==> config.mk <==
export PLATFORM = sky130hd
export DESIGN_NAME = imem_loader
export DESIGN_NICKNAME = d
export VERILOG_FILES = /design/src/rtl/imem_loader_pkg.sv /design/src/rtl/imem_loader_word_packer.sv /design/src/rtl/imem_loader.sv
export SDC_FILE = /design/constraint.sdc
export NUM_CORES = 1
export LEC_CHECK = 0
export CORE_AREA = 2 2 134 84
export DETAILED_ROUTE_END_ITERATION = 10
export DIE_AREA = 0 0 136 86
export GPL_ROUTABILITY_DRIVEN = 0
export GPL_TIMING_DRIVEN = 0
export PLACE_DENSITY = 0.82
export RECOVER_POWER = 25
export REMOVE_ABC_BUFFERS = 1
export SYNTH_ARGS = -nofsm -noshare
export SYNTH_HDL_FRONTEND = slang
export SYNTH_HIERARCHICAL = 1
export SYNTH_SLANG_ARGS = --single-unit
export TNS_END_PERCENT = 10
==> constraint.sdc <==
create_clock -name clk -period 1.7 [get_ports clk]
set_input_delay 0.255 -clock clk [delete_from_list [all_inputs] [get_ports clk]]
set_output_delay 0.255 -clock clk [all_outputs]
set_load 0.05 [all_outputs]
==> src/rtl/imem_loader_pkg.sv <==
// Shared types and constants for the instruction-memory loader.
package imem_loader_pkg;

    typedef enum logic [2:0] {
        ST_IDLE,
        ST_LOAD,
        ST_CHECK,
        ST_DONE,
        ST_ERR
    } state_e;

    localparam logic [1:0] ERR_NONE = 2'b00;
    localparam logic [1:0] ERR_LEN  = 2'b01;
    localparam logic [1:0] ERR_CSUM = 2'b10;

    function automatic int bpw(input int data_w);
        return data_w / 8;
    endfunction

endpackage

==> src/rtl/imem_loader_word_packer.sv <==
// Packs accepted bytes big-endian into words and keeps the running XOR of data bytes.
module word_packer
    import imem_loader_pkg::*;
#(
    parameter int DATA_W = 32
) (
    input  logic              clk,
    input  logic              rest,
    input  logic              clear_i,
    input  logic              byte_valid_i,
    input  logic [7:0]        byte_i,
    output logic              last_byte_o,
    output logic              word_done_o,
    output logic [DATA_W-1:0] word_o,
    output logic [7:0]        csum_o
);

    localparam int BPW   = bpw(DATA_W);
    localparam int CNT_W = (BPW > 1) ? $clog2(BPW) : 1;

    logic [CNT_W-1:0]  cnt_q;
    logic [DATA_W-1:0] shift_q;
    logic              done_q;
    logic [7:0]        csum_q;

    assign last_byte_o = (cnt_q == CNT_W'(BPW - 1));
    assign word_done_o = done_q;
    assign word_o      = shift_q;
    assign csum_o      = csum_q;

    // done_q pulses the cycle after the final byte of a word lands in shift_q.
    always_ff @(posedge clk or negedge rest) begin
        if (!rest) begin
            cnt_q   <= '0;
            shift_q <= '0;
            done_q  <= 1'b0;
            csum_q  <= '0;
        end else if (clear_i) begin
            cnt_q   <= '0;
            shift_q <= '0;
            done_q  <= 1'b0;
            csum_q  <= '0;
        end else begin
            done_q <= byte_valid_i && last_byte_o;
            if (byte_valid_i) begin
                shift_q <= (shift_q << 8) | DATA_W'(byte_i);
                csum_q  <= csum_q ^ byte_i;
                cnt_q   <= last_byte_o ? '0 : cnt_q + CNT_W'(1);
            end
        end
    end

endmodule

==> src/rtl/imem_loader.sv <==
// Byte-stream loader for the instruction memory with XOR checksum and core hold.
//   state    | meaning
//   ST_IDLE  | after reset, waiting for start
//   ST_LOAD  | accepting data bytes, writing one word per BPW bytes
//   ST_CHECK | waiting for the checksum byte
//   ST_DONE  | load verified, core released
//   ST_ERR   | bad length or checksum mismatch, core held
module imem_loader
    import imem_loader_pkg::*;
#(
    parameter int ADDR_W = 5,
    parameter int DATA_W = 32
) (
    input  logic              clk,
    input  logic              rest,
    input  logic              start,
    input  logic [ADDR_W:0]   len,
    input  logic              in_valid,
    input  logic [7:0]        in_byte,
    output logic              in_ready,
    output logic              im_we,
    output logic [ADDR_W-1:0] im_addr,
    output logic [DATA_W-1:0] im_wdata,
    output logic              core_hold,
    output logic              busy,
    output logic              done,
    output logic [1:0]        err,
    output logic [ADDR_W:0]   words_loaded
);

    localparam logic [ADDR_W:0] DEPTH = {1'b1, {ADDR_W{1'b0}}};
    localparam logic [ADDR_W:0] ONE   = {{ADDR_W{1'b0}}, 1'b1};

    state_e            state_q;
    logic              in_ready_q;
    logic              im_we_q;
    logic [ADDR_W-1:0] im_addr_q;
    logic [DATA_W-1:0] im_wdata_q;
    logic              core_hold_q;
    logic              busy_q;
    logic              done_q;
    logic [1:0]        err_q;
    logic [ADDR_W:0]   words_loaded_q;
    logic [ADDR_W:0]   words_acc_q;
    logic [ADDR_W:0]   len_q;

    logic              start_acc;
    logic              byte_acc;
    logic              last_byte;
    logic              word_done;
    logic [DATA_W-1:0] word;
    logic [7:0]        csum;

    assign start_acc = start && (state_q == ST_IDLE || state_q == ST_DONE || state_q == ST_ERR);
    assign byte_acc  = in_valid && in_ready_q && (state_q == ST_LOAD);

    word_packer #(.DATA_W(DATA_W)) u_packer (
        .clk          (clk),
        .rest         (rest),
        .clear_i      (start_acc),
        .byte_valid_i (byte_acc),
        .byte_i       (in_byte),
        .last_byte_o  (last_byte),
        .word_done_o  (word_done),
        .word_o       (word),
        .csum_o       (csum)
    );

    // words_acc_q counts words whose last byte is in; it drops in_ready for
    // the one cycle between the final data byte and the final write.
    always_ff @(posedge clk or negedge rest) begin
        if (!rest) begin
            state_q        <= ST_IDLE;
            in_ready_q     <= 1'b0;
            im_we_q        <= 1'b0;
            im_addr_q      <= '0;
            im_wdata_q     <= '0;
            core_hold_q    <= 1'b1;
            busy_q         <= 1'b0;
            done_q         <= 1'b0;
            err_q          <= ERR_NONE;
            words_loaded_q <= '0;
            words_acc_q    <= '0;
            len_q          <= '0;
        end else begin
            im_we_q <= 1'b0;
            case (state_q)
                ST_IDLE, ST_DONE, ST_ERR: begin
                    if (start_acc) begin
                        words_loaded_q <= '0;
                        words_acc_q    <= '0;
                        len_q          <= len;
                        done_q         <= 1'b0;
                        core_hold_q    <= 1'b1;
                        if (len == '0 || len > DEPTH) begin
                            state_q    <= ST_ERR;
                            err_q      <= ERR_LEN;
                            in_ready_q <= 1'b0;
                            busy_q     <= 1'b0;
                        end else begin
                            state_q    <= ST_LOAD;
                            err_q      <= ERR_NONE;
                            in_ready_q <= 1'b1;
                            busy_q     <= 1'b1;
                        end
                    end
                end
                ST_LOAD: begin
                    if (byte_acc && last_byte) begin
                        words_acc_q <= words_acc_q + ONE;
                        if (words_acc_q + ONE == len_q) begin
                            in_ready_q <= 1'b0;
                        end
                    end
                    if (word_done) begin
                        im_we_q        <= 1'b1;
                        im_addr_q      <= words_loaded_q[ADDR_W-1:0];
                        im_wdata_q     <= word;
                        words_loaded_q <= words_loaded_q + ONE;
                        if (words_loaded_q + ONE == len_q) begin
                            state_q    <= ST_CHECK;
                            in_ready_q <= 1'b1;
                        end
                    end
                end
                ST_CHECK: begin
                    if (in_valid && in_ready_q) begin
                        in_ready_q <= 1'b0;
                        busy_q     <= 1'b0;
                        if (in_byte == csum) begin
                            state_q     <= ST_DONE;
                            done_q      <= 1'b1;
                            core_hold_q <= 1'b0;
                        end else begin
                            state_q <= ST_ERR;
                            err_q   <= ERR_CSUM;
                        end
                    end
                end
                default: begin
                    state_q <= ST_IDLE;
                end
            endcase
        end
    end

    assign in_ready     = in_ready_q;
    assign im_we        = im_we_q;
    assign im_addr      = im_addr_q;
    assign im_wdata     = im_wdata_q;
    assign core_hold    = core_hold_q;
    assign busy         = busy_q;
    assign done         = done_q;
    assign err          = err_q;
    assign words_loaded = words_loaded_q;

endmodule

* Word-level counts from Yosys, hierarchy flattened
Cells that the tools add are included.
Widths: inputs -> output; s select.
** Word-level totals
- Memory bits (writable) :: 0
- Memories :: 0
- Register bits after elaboration :: 108
- Word-level logic and storage cells :: 104
- Bits of input ports :: 18
- Bits in read-only memories :: 0
- Bits in latches :: 0
** Operators by class
- Shift operators :: 0
- Add/sub/neg operators :: 3
- Div/mod/pow operators :: 0
- Multiplexer cells :: 44
- Magnitude comparators :: 1
- Reduce and logical (&&, ||, !) cells :: 23
- Bitwise logic cells :: 2
- Eq/ne operators :: 15
- Multipliers :: 0
** Operators by type and width (count)
- $mux 32 :: 2
- $or 32x8->32 :: 1
- $pmux 6 s2 :: 2
- $mux 3 :: 6
- $mux 6 :: 3
- $mux 1 :: 17
- $mux 8 :: 2
- $add 6x1->6 const B :: 2
- $eq 6x6->1 :: 2
- $mux 2 :: 6
- $reduce_and 3->1 :: 4
- $reduce_and 4->1 :: 3
- $pmux 3 s3 :: 1
- $eq 8x8->1 :: 1
- $ne 2x2->1 const B :: 4
- $xor 8x8->8 :: 1
- $eq 3x2->1 const B :: 2
- $gt 6x6->1 const B :: 1
- $logic_not 6->1 :: 1
- $ne 2x1->1 const B :: 3
- $pmux 1 s2 :: 3
- $reduce_bool 2->1 :: 3
- $logic_and 1x1->1 :: 4
- $pmux 2 s2 :: 1
- other kinds (10) :: 13

* Depth between registers and ports, before layout
Gate-level depths: netlist of run 1.
- Word-level depth :: 7
- Mapped depth :: 8
- Depth with buffers taken out :: 7

* Modules after synthesis
The synthesis of run 1 kept the hierarchy.
** By module, submodules not included
- imem_loader :: cells an instance 362, area an instance 3134.3 sq um, times used 1
- word_packer :: cells an instance 149, area an instance 1856.8 sq um, times used 1

* Worst setup path before layout of run 1
OpenSTA, ideal clock, no wires.
- Path kind :: flip-flop to flip-flop
- Start point :: register words_loaded_q[0] (netlist: words_loaded[0])
- End point :: register in_ready_q (netlist: in_ready)
- Path slack :: -349 ps
- Stages on the path, launching flop included :: 8
- Path buffers :: 0
- Setup time :: 121 ps
- Arrival time :: 1928 ps
- Cell sequence :: dfrtp_1 ha_1 nand3_1 xor2_1 xor2_1 a31oi_1 nor2_1 a22o_1
** On the way
- Cells in the longest elaborated chain, start to end :: 5
** RTL lines
- from (decl) :: line imem_loader.sv:43 : logic [ADDR_W:0] words_loaded_q;
- from (signal assigned) :: line imem_loader.sv:119 : words_loaded_q <= words_loaded_q + ONE;
- $add 6x1->6 :: line imem_loader.sv:120 : if (words_loaded_q + ONE == len_q) begin
- $eq 6x6->1 :: line imem_loader.sv:120
- $mux 1 :: line imem_loader.sv:120
- $mux 1 :: line imem_loader.sv:115 : if (word_done) begin
- $pmux 1 s3 :: line imem_loader.sv:87 : case (state_q)
- to (signal assigned) :: line imem_loader.sv:112 : in_ready_q <= 1'b0;
- to (signal assigned) :: line imem_loader.sv:122 : in_ready_q <= 1'b1;
- to (signal assigned) :: line imem_loader.sv:128 : in_ready_q <= 1'b0;
- to (decl) :: line imem_loader.sv:35 : logic in_ready_q;
Every way passes these cells.
A chain may end at the register's enable or synchronous reset.

* Worst setup path after layout of run 1
- Start point :: register state_q[0]
- End point :: register words_loaded_q[3] (netlist: words_loaded[3])
** On the way
- Cells in the longest elaborated chain, start to end :: 6
** RTL lines
- from (decl) :: line imem_loader.sv:34 : state_e state_q;
- from (signal assigned) :: line imem_loader.sv:73 : state_q <= ST_IDLE;
- from (signal assigned) :: line imem_loader.sv:96 : state_q <= ST_ERR;
- from (signal assigned) :: line imem_loader.sv:101 : state_q <= ST_LOAD;
- $eq 3x2->1 / $logic_not 3->1 (equally long branches) :: line imem_loader.sv:54, imem_loader.sv:87
- $logic_or 1x1->1 (2 in series) :: line imem_loader.sv:54 : assign start_acc = start && (state_q == ST_IDLE || state_q == ST_DONE || state_q == ST_ERR);
- $logic_and 1x1->1 :: line imem_loader.sv:54
- $ne 2x2->1 (no source line)
- $reduce_and 3->1 (no source line)
Parallel ways exist; a longest one is shown, timed or not.

==> results.cfg, run 1 <==
[worst_setup_path]
setup.worst_path.start_class = flip-flop
crit_required_ns = 1.92
worstPathMaxFanout = 2
worst_ep_arrival_time_ns = 2.05
endpoint_kind = flip-flop
path_class = flip-flop to flip-flop

[place]
dp_cells = 694
io_buffers = 67
dp_hpwl_um = 7246
place_area_um2 = 5772

[floorplanning]
die_height_um = 86
start_util_pct = 48.10
dieArea_um2 = 11700
rows = 29
ioPinCount = 68
core_um2 = 10380
die_width_um = 136

[pwr]
p_per_area_nw_per_um2 = 1239
swShare_pct = 34.02
power_frac_comb_pct = 33.7
power_frac_seq_pct = 39.3
power_leakage_uw = 0.003322
clock_power_share_pct = 27.0
ir_worst_vdd_uv = 693.9
p_switching_uw = 2757
internal_power_uw = 5346

[cts]
root_buffer = clkbuf_16
cts_buffers = 9
cts_buffer_depth = 2
clkTransAtPathRegs_ns = 0.08
cts_tree = built
cts_num_sinks = 108
clk_latency_ns = 0.35
h-tree-depth = 3

[global_routing]
grt_pass1_vias = 3918
gr-total-overflow = 0
grt.total_usage_pct = 21.48
grt_antenna_before_repair = 0
grt_pass1_wl_um = 19510
grt_max_degree = 60

[layout]
syn_to_final_growth_pct = 31.06
regArea_um2 = 2713
layout.cells.non_filler = 747
finalNetCount = 624
final_area_um2 = 6541
n_fill_cell = 863
diodes = 0
drive_gt1_share_pct = 16.45
fin_util_pct = 63.03
multi_input_area_um2 = 2227

[synth]
yosys_warnings = 6
synthTopCellsByArea = dfrtp_1, nand2_1, mux2i_1
async_reset_ff_share_pct = 100.0
netlist.top_cell.by_area = dfrtp_1
ys.flop_type = dfrtp_1
synth-seq-cells = 108
ys_types = 49
yosysSeqAreaShare_pct = 54.17
synthTopCellsByCount = nand2_1, dfrtp_1, nor2_1
avgSynthCellArea_um2 = 9.767
yosysMostFrequentCell = nand2_1
syn_inst = 511
syn-cell-area_um2 = 4991
synth_top_area_share_pct = 53.65
synth_edf_count = 0

[timing]
worst_pin_slew_ns = 1.171
finalSetupTns_ns = -0.6853
relSlewSlack_pct = 21.91
layout_setup_ws_ns = -0.1276
setup_viol = 25
period_needed_ns = 1.828
hold_viol = 0
rsz0062_at_grt = yes
finalCritPeriodShare_pct = 107.5
fmax_ghz = 0.5472
hold_ws_ns = 0.4680
slew_violations = 0
skew_ns = 0.007315

[route]
drtIter0Drc = 207
vias_per_cell = 5.335
antenna_left = 0
drt_wl_total_um = 12260
num_vias = 3985
drc = 0
first_pass_iters = 5
wire_per_inst_um = 16.41

[run_status]
outcome = finished, violations left
violations = setup timing

[run]
drv_cap = 0

[min_path]
hp-class = flip-flop to flip-flop
-- per-stage QoR --
| step | power [uW] | setup slack, ns |
|---|---|---|
| floorplan | 4603 | -2.495 |
| global placement | 5086 | -3.579 |
| detailed placement | 5221 | -1.910 |
| CTS | 7925 | -0.1253 |
| global route | 8509 | -0.1750 |
| finish | 8104 | -0.1276 |
-- worst max-delay path, cell delays in order, from the launching register on --
cell and delay [ns]:
dfrtp_2 0.42, nor3b_4 0.15, buf_4 0.15, buf_4 0.13, buf_4 0.13, buf_4 0.12
buf_4 0.12, buf_4 0.12, and3_1 0.16, o21ai_1 0.12, o31ai_1 0.08
-- registers in the layout (all words and copies together), names as in the netlist --
register / count
busy: 1
core_hold: 1
done: 1
err: 2
im_addr: 5
im_wdata: 32
im_we: 1
in_ready: 1
len_q: 6
state_q: 3
u_packer/cnt_q: 2
u_packer/csum_o: 8
u_packer/word_done_o: 1
u_packer/word_o: 32
words_acc_q: 6
words_loaded: 6
-- power by group through the flow --
stage | logic, uW | clock network (uW) | registers (uW)
final | 2730 | 2190 | 3180
after global routing | 2950 | 2340 | 3220
after CTS | 2510 | 2240 | 3170
after detailed placement | 1940 | 0 | 3280
after global placement | 1830 | 0 | 3250
after floorplan | 1260 | 0 | 3350
-- layer usage --
layer  global-route usage, %  routed length [um]  share of wire [%]  vias up
li1                        -                   -                  -     1874
met3                   5.260                 630                5.1       19
met1                   30.23                5725                 47     1972
met2                   32.98                5697                 46      120
met4                   6.723                 205                1.7        0
met5                       0                   0                  0        -
-- kinds of logic after synthesis --
group,count (synthesis),synth area share (%)
fa+ha+maj,3,0.7521
simple gates,248,21.23
xor+xnor,29,5.089
flops,108,54.17
compound gates,59,8.574
mux,33,6.618
buf+inv,31,3.560
-- final timing paths --
check | to | slack, ns | startpoint | depth (start not counted)
max reg2reg | words_loaded[3]$_DFFE_PN0P_ | -0.13 | state_q[0]$_DFFE_PN0P_ | 10
max in group asynchronous | u_packer/word_o[14]$_DFFE_PN0P_ | 0.14 | rest | 3
max | words_loaded[3]$_DFFE_PN0P_ | -0.13 | state_q[0]$_DFFE_PN0P_ | 10
min | im_wdata[27]$_DFFE_PN0P_ | 0.47 | im_wdata[27]$_DFFE_PN0P_ | 2
min reg2reg | im_wdata[27]$_DFFE_PN0P_ | 0.47 | im_wdata[27]$_DFFE_PN0P_ | 2
min in group asynchronous | im_wdata[27]$_DFFE_PN0P_ | 0.69 | rest | 2
-- layout make-up --
type | count | share of cell area, %
clock buffer | 9 | 3.443
clock inverter | 7 | 1.339
inverter | 3 | 0.6121
multi-input combinational | 372 | 34.05
sequential | 108 | 41.47
tap | 139 | 2.659
timing repair buffer | 108 | 16.18
timing repair inverter | 1 | 0.2487
-- cell usage in the layout, fill, tap and decap left out, types with 4 or more instances in the layout --
master | Yosys | layout
o21ai_1 | 3 | 5
inv_6 | 0 | 4
a21bo_1 | 7 | 7
buf_4 | 1 | 30
xor2_1 | 16 | 15
dlygate4sd2_1 | 0 | 47
a21oi_2 | 7 | 7
nand2_1 | 147 | 145
dfrtp_1 | 107 | 100
clkbuf_16 | 0 | 10
nor3_2 | 0 | 4
nor2_1 | 52 | 49
nand3b_1 | 8 | 8
o21ai_0 | 19 | 13
xnor2_1 | 13 | 13
clkdlybuf4s50_1 | 0 | 16
mux2i_1 | 33 | 33
a21oi_1 | 6 | 6
dfrtp_2 | 0 | 7
nand3_1 | 12 | 12
and3_1 | 4 | 4
-- timing repair --
item | 4_1_cts | 5_1_grt
cloned | 3 | 1
hold endpoints to repair | 48 | 0
setup endpoints to repair | 158 | 59
resized for setup | 78 | 23
hold buffers | 1 | 0
pin swaps | 8 | 10
setup buffers | 20 | 12
No activity file was read; power rests on OpenSTA's default activity.
==> inputs of run 2 (changes only) <==
CORE_AREA = 2 2 128 80   (was 2 2 134 84)
DIE_AREA = 0 0 130 82   (was 0 0 136 86)
PLACE_DENSITY = 0.85   (was 0.82)
clock period = 1.87 ns   (was 1.7 ns; I/O delays follow)
==> run 2 against run 1 <==
- the run still ends with setup timing left
- global-route usage rose by 0.53 points
- clock skew grew 0.0033 ns
- worst hold slack better by 0.0046 ns
- core utilization rose by 3.4 points
- sequential power shrank 8.2%
- sequential share of layout area rose by 1.2 points
- first-iteration DRC count is 110% higher
- critical endpoint is now in_ready$_DFFE_PN0P_
- non-clock buffer count down 18
- routed wire length down 3.6%
==> results.cfg, run 2 (synthesis gave the netlist of run 1 again) <==
[timing]
worst_pin_slew_ns = 1.084
relSlewSlack_pct = 27.77
hold_viol = 0
period_needed_ns = 1.879
fmax_ghz = 0.5323
layout_setup_ws_ns = -0.008788
slew_violations = 0
setup_viol = 1
skew_ns = 0.01060
rsz0062_at_grt = yes
finalSetupTns_ns = -0.008788
finalCritPeriodShare_pct = 100.5

[pwr]
swShare_pct = 35.02
clock_power_share_pct = 26.7
power_frac_comb_pct = 31.8
p_per_area_nw_per_um2 = 1106
ir_worst_vdd_uv = 774.4
p_switching_uw = 2462
power_leakage_uw = 0.003031
internal_power_uw = 4567
power_frac_seq_pct = 41.5

[global_routing]
grt.total_usage_pct = 22.00
grt_pass1_wl_um = 18170
grt_max_degree = 68
grt_pass1_vias = 3690
gr-total-overflow = 0
grt_antenna_before_repair = 0

[layout]
n_fill_cell = 751
syn_to_final_growth_pct = 27.33
diodes = 0
layout_commonest_cell = nand2_1
layout_common_cells = nand2_1, dfrtp_1, clkdlybuf4s50_1
multi_input_area_um2 = 2202
finalNetCount = 607
drive_gt1_share_pct = 12.35
layout.cells.non_filler = 726
fin_util_pct = 66.44
regArea_um2 = 2710

[run_status]
violations = setup timing
outcome = finished, violations left

[route]
num_vias = 3957
drt_wl_total_um = 11820
vias_per_cell = 5.450
drc = 0
wire_per_inst_um = 16.28
first_pass_iters = 5
drtIter0Drc = 445
antenna_left = 0

[place]
io_buffers = 67
dp_hpwl_um = 6866
dp_cells = 688
dp_slack_ns = -2.525

[floorplanning]
die_width_um = 130
rows = 28
start_util_pct = 52.18
dieArea_um2 = 10660
core_um2 = 9564
ioPinCount = 68
die_height_um = 82

[worst_setup_path]
endpoint_kind = flip-flop
crit_buf_inv = 1
path_class = input pin to flip-flop
crit_required_ns = 2.11
worstPathMaxFanout = 9
slowest_stage = clkdlybuf4s50_1
worst_ep_arrival_time_ns = 2.12
r2r_slack_ns = 0.02
setup.worst_path.start_class = input pin
path_cells = clkdlybuf4s50_1, nand2_1, o21ai_0, o22ai_4, a21oi_1, o21ai_1, a22o_1
slowest_delay_ns = 0.49
crit_family = compound AO/OA/AOI/OAI gates

[min_path]
hp-class = flip-flop to flip-flop

[cts]
clk_latency_ns = 0.35
cts_tree = built
cts_num_sinks = 108
cts_buffers = 9
cts_buffer_depth = 2
h-tree-depth = 3
root_buffer = clkbuf_16
clkTransAtPathRegs_ns = 0.08

[run]
drv_cap = 0
## run 2: cell types whose count changed in the layout (fill, tap and decap cells not counted), sizes merged, moves of 2 or more
cell,change
clkbuf,+4
dlymetal6s2s,+3
clkdlybuf4s50,+40
bufbuf,-2
buf,-20
dlygate4sd2,-41
## run 2: worst paths after layout
check,startpoint,end,cells after the start
hold reg to reg,u_packer/word_o[31]$_DFFE_PN0P_,im_wdata[31]$_DFFE_PN0P_,2
hold / removal,u_packer/word_o[31]$_DFFE_PN0P_,im_wdata[31]$_DFFE_PN0P_,2
setup / recovery,in_valid,in_ready$_DFFE_PN0P_,7
max in group asynchronous,rest,core_hold$_DFFE_PN1P_,3
setup reg to reg,words_loaded[1]$_DFFE_PN0P_,in_ready$_DFFE_PN0P_,7
min in group asynchronous,rest,im_wdata[29]$_DFFE_PN0P_,2
## run 2: what timing repair did
item                                    in CTS  in global routing
pin swaps                                    5                  2
hold endpoints to repair                    41                  0
cloned                                       2                  3
buffers inserted                             6                 10
resized for setup                           23                 18
hold buffers                                 1                  0
endpoints found under the setup margin     112                 75
## run 2: layout make-up
cell class | count | area share (%)
Inverter | 3 | 0.4135
Clock inverter | 6 | 0.8072
Multi-Input combinational cell | 373 | 34.65
Timing Repair Buffer | 90 | 14.96
Sequential cell | 108 | 42.65
Tap cell | 135 | 2.658
Clock buffer | 10 | 3.761
Timing Repair inverter | 1 | 0.09844
## run 2: worst reg2reg max path, cell delays in order (launching register included)
cell     delay, ns
dfrtp_2       0.42
ha_2          0.24
nand3_1       0.09
xor2_1        0.17
xor2_1        0.18
a31oi_2       0.35
nor2_1        0.10
a22o_1        0.19
## run 2: routing by layer
metal  global-route usage, %  wire length [um]
met1                   31.14              5671
met2                   33.66              5304
met4                   5.161                94
met3                   6.580               746
met5                       0                 0
## run 2: metrics by stage
step,hold WS (ns),instance area (um^2),total power (uW)
floorplan,-0.01509,4825,4184
global placement,0.4534,5664,4621
detailed placement,0.3107,5737,4734
CTS,0.4752,6148,6750
global route,0.4848,6355,7370
finish,0.4726,6355,7028
## run 2: power by group through the flow
stage	Combinational (uW)	Sequential (uW)	Clock, uW
after detailed placement	1760	2970	0
after global routing	2420	2950	1990
after global placement	1670	2960	0
after CTS	1900	2940	1910
final	2240	2920	1870
after floorplan	1140	3040	0
==> inputs of run 3 (changes only) <==
ABC_AREA = 0   (was not set)
==> results of run 3 <==
The final DEF is identical to that of run 2; final timing and power are the same.
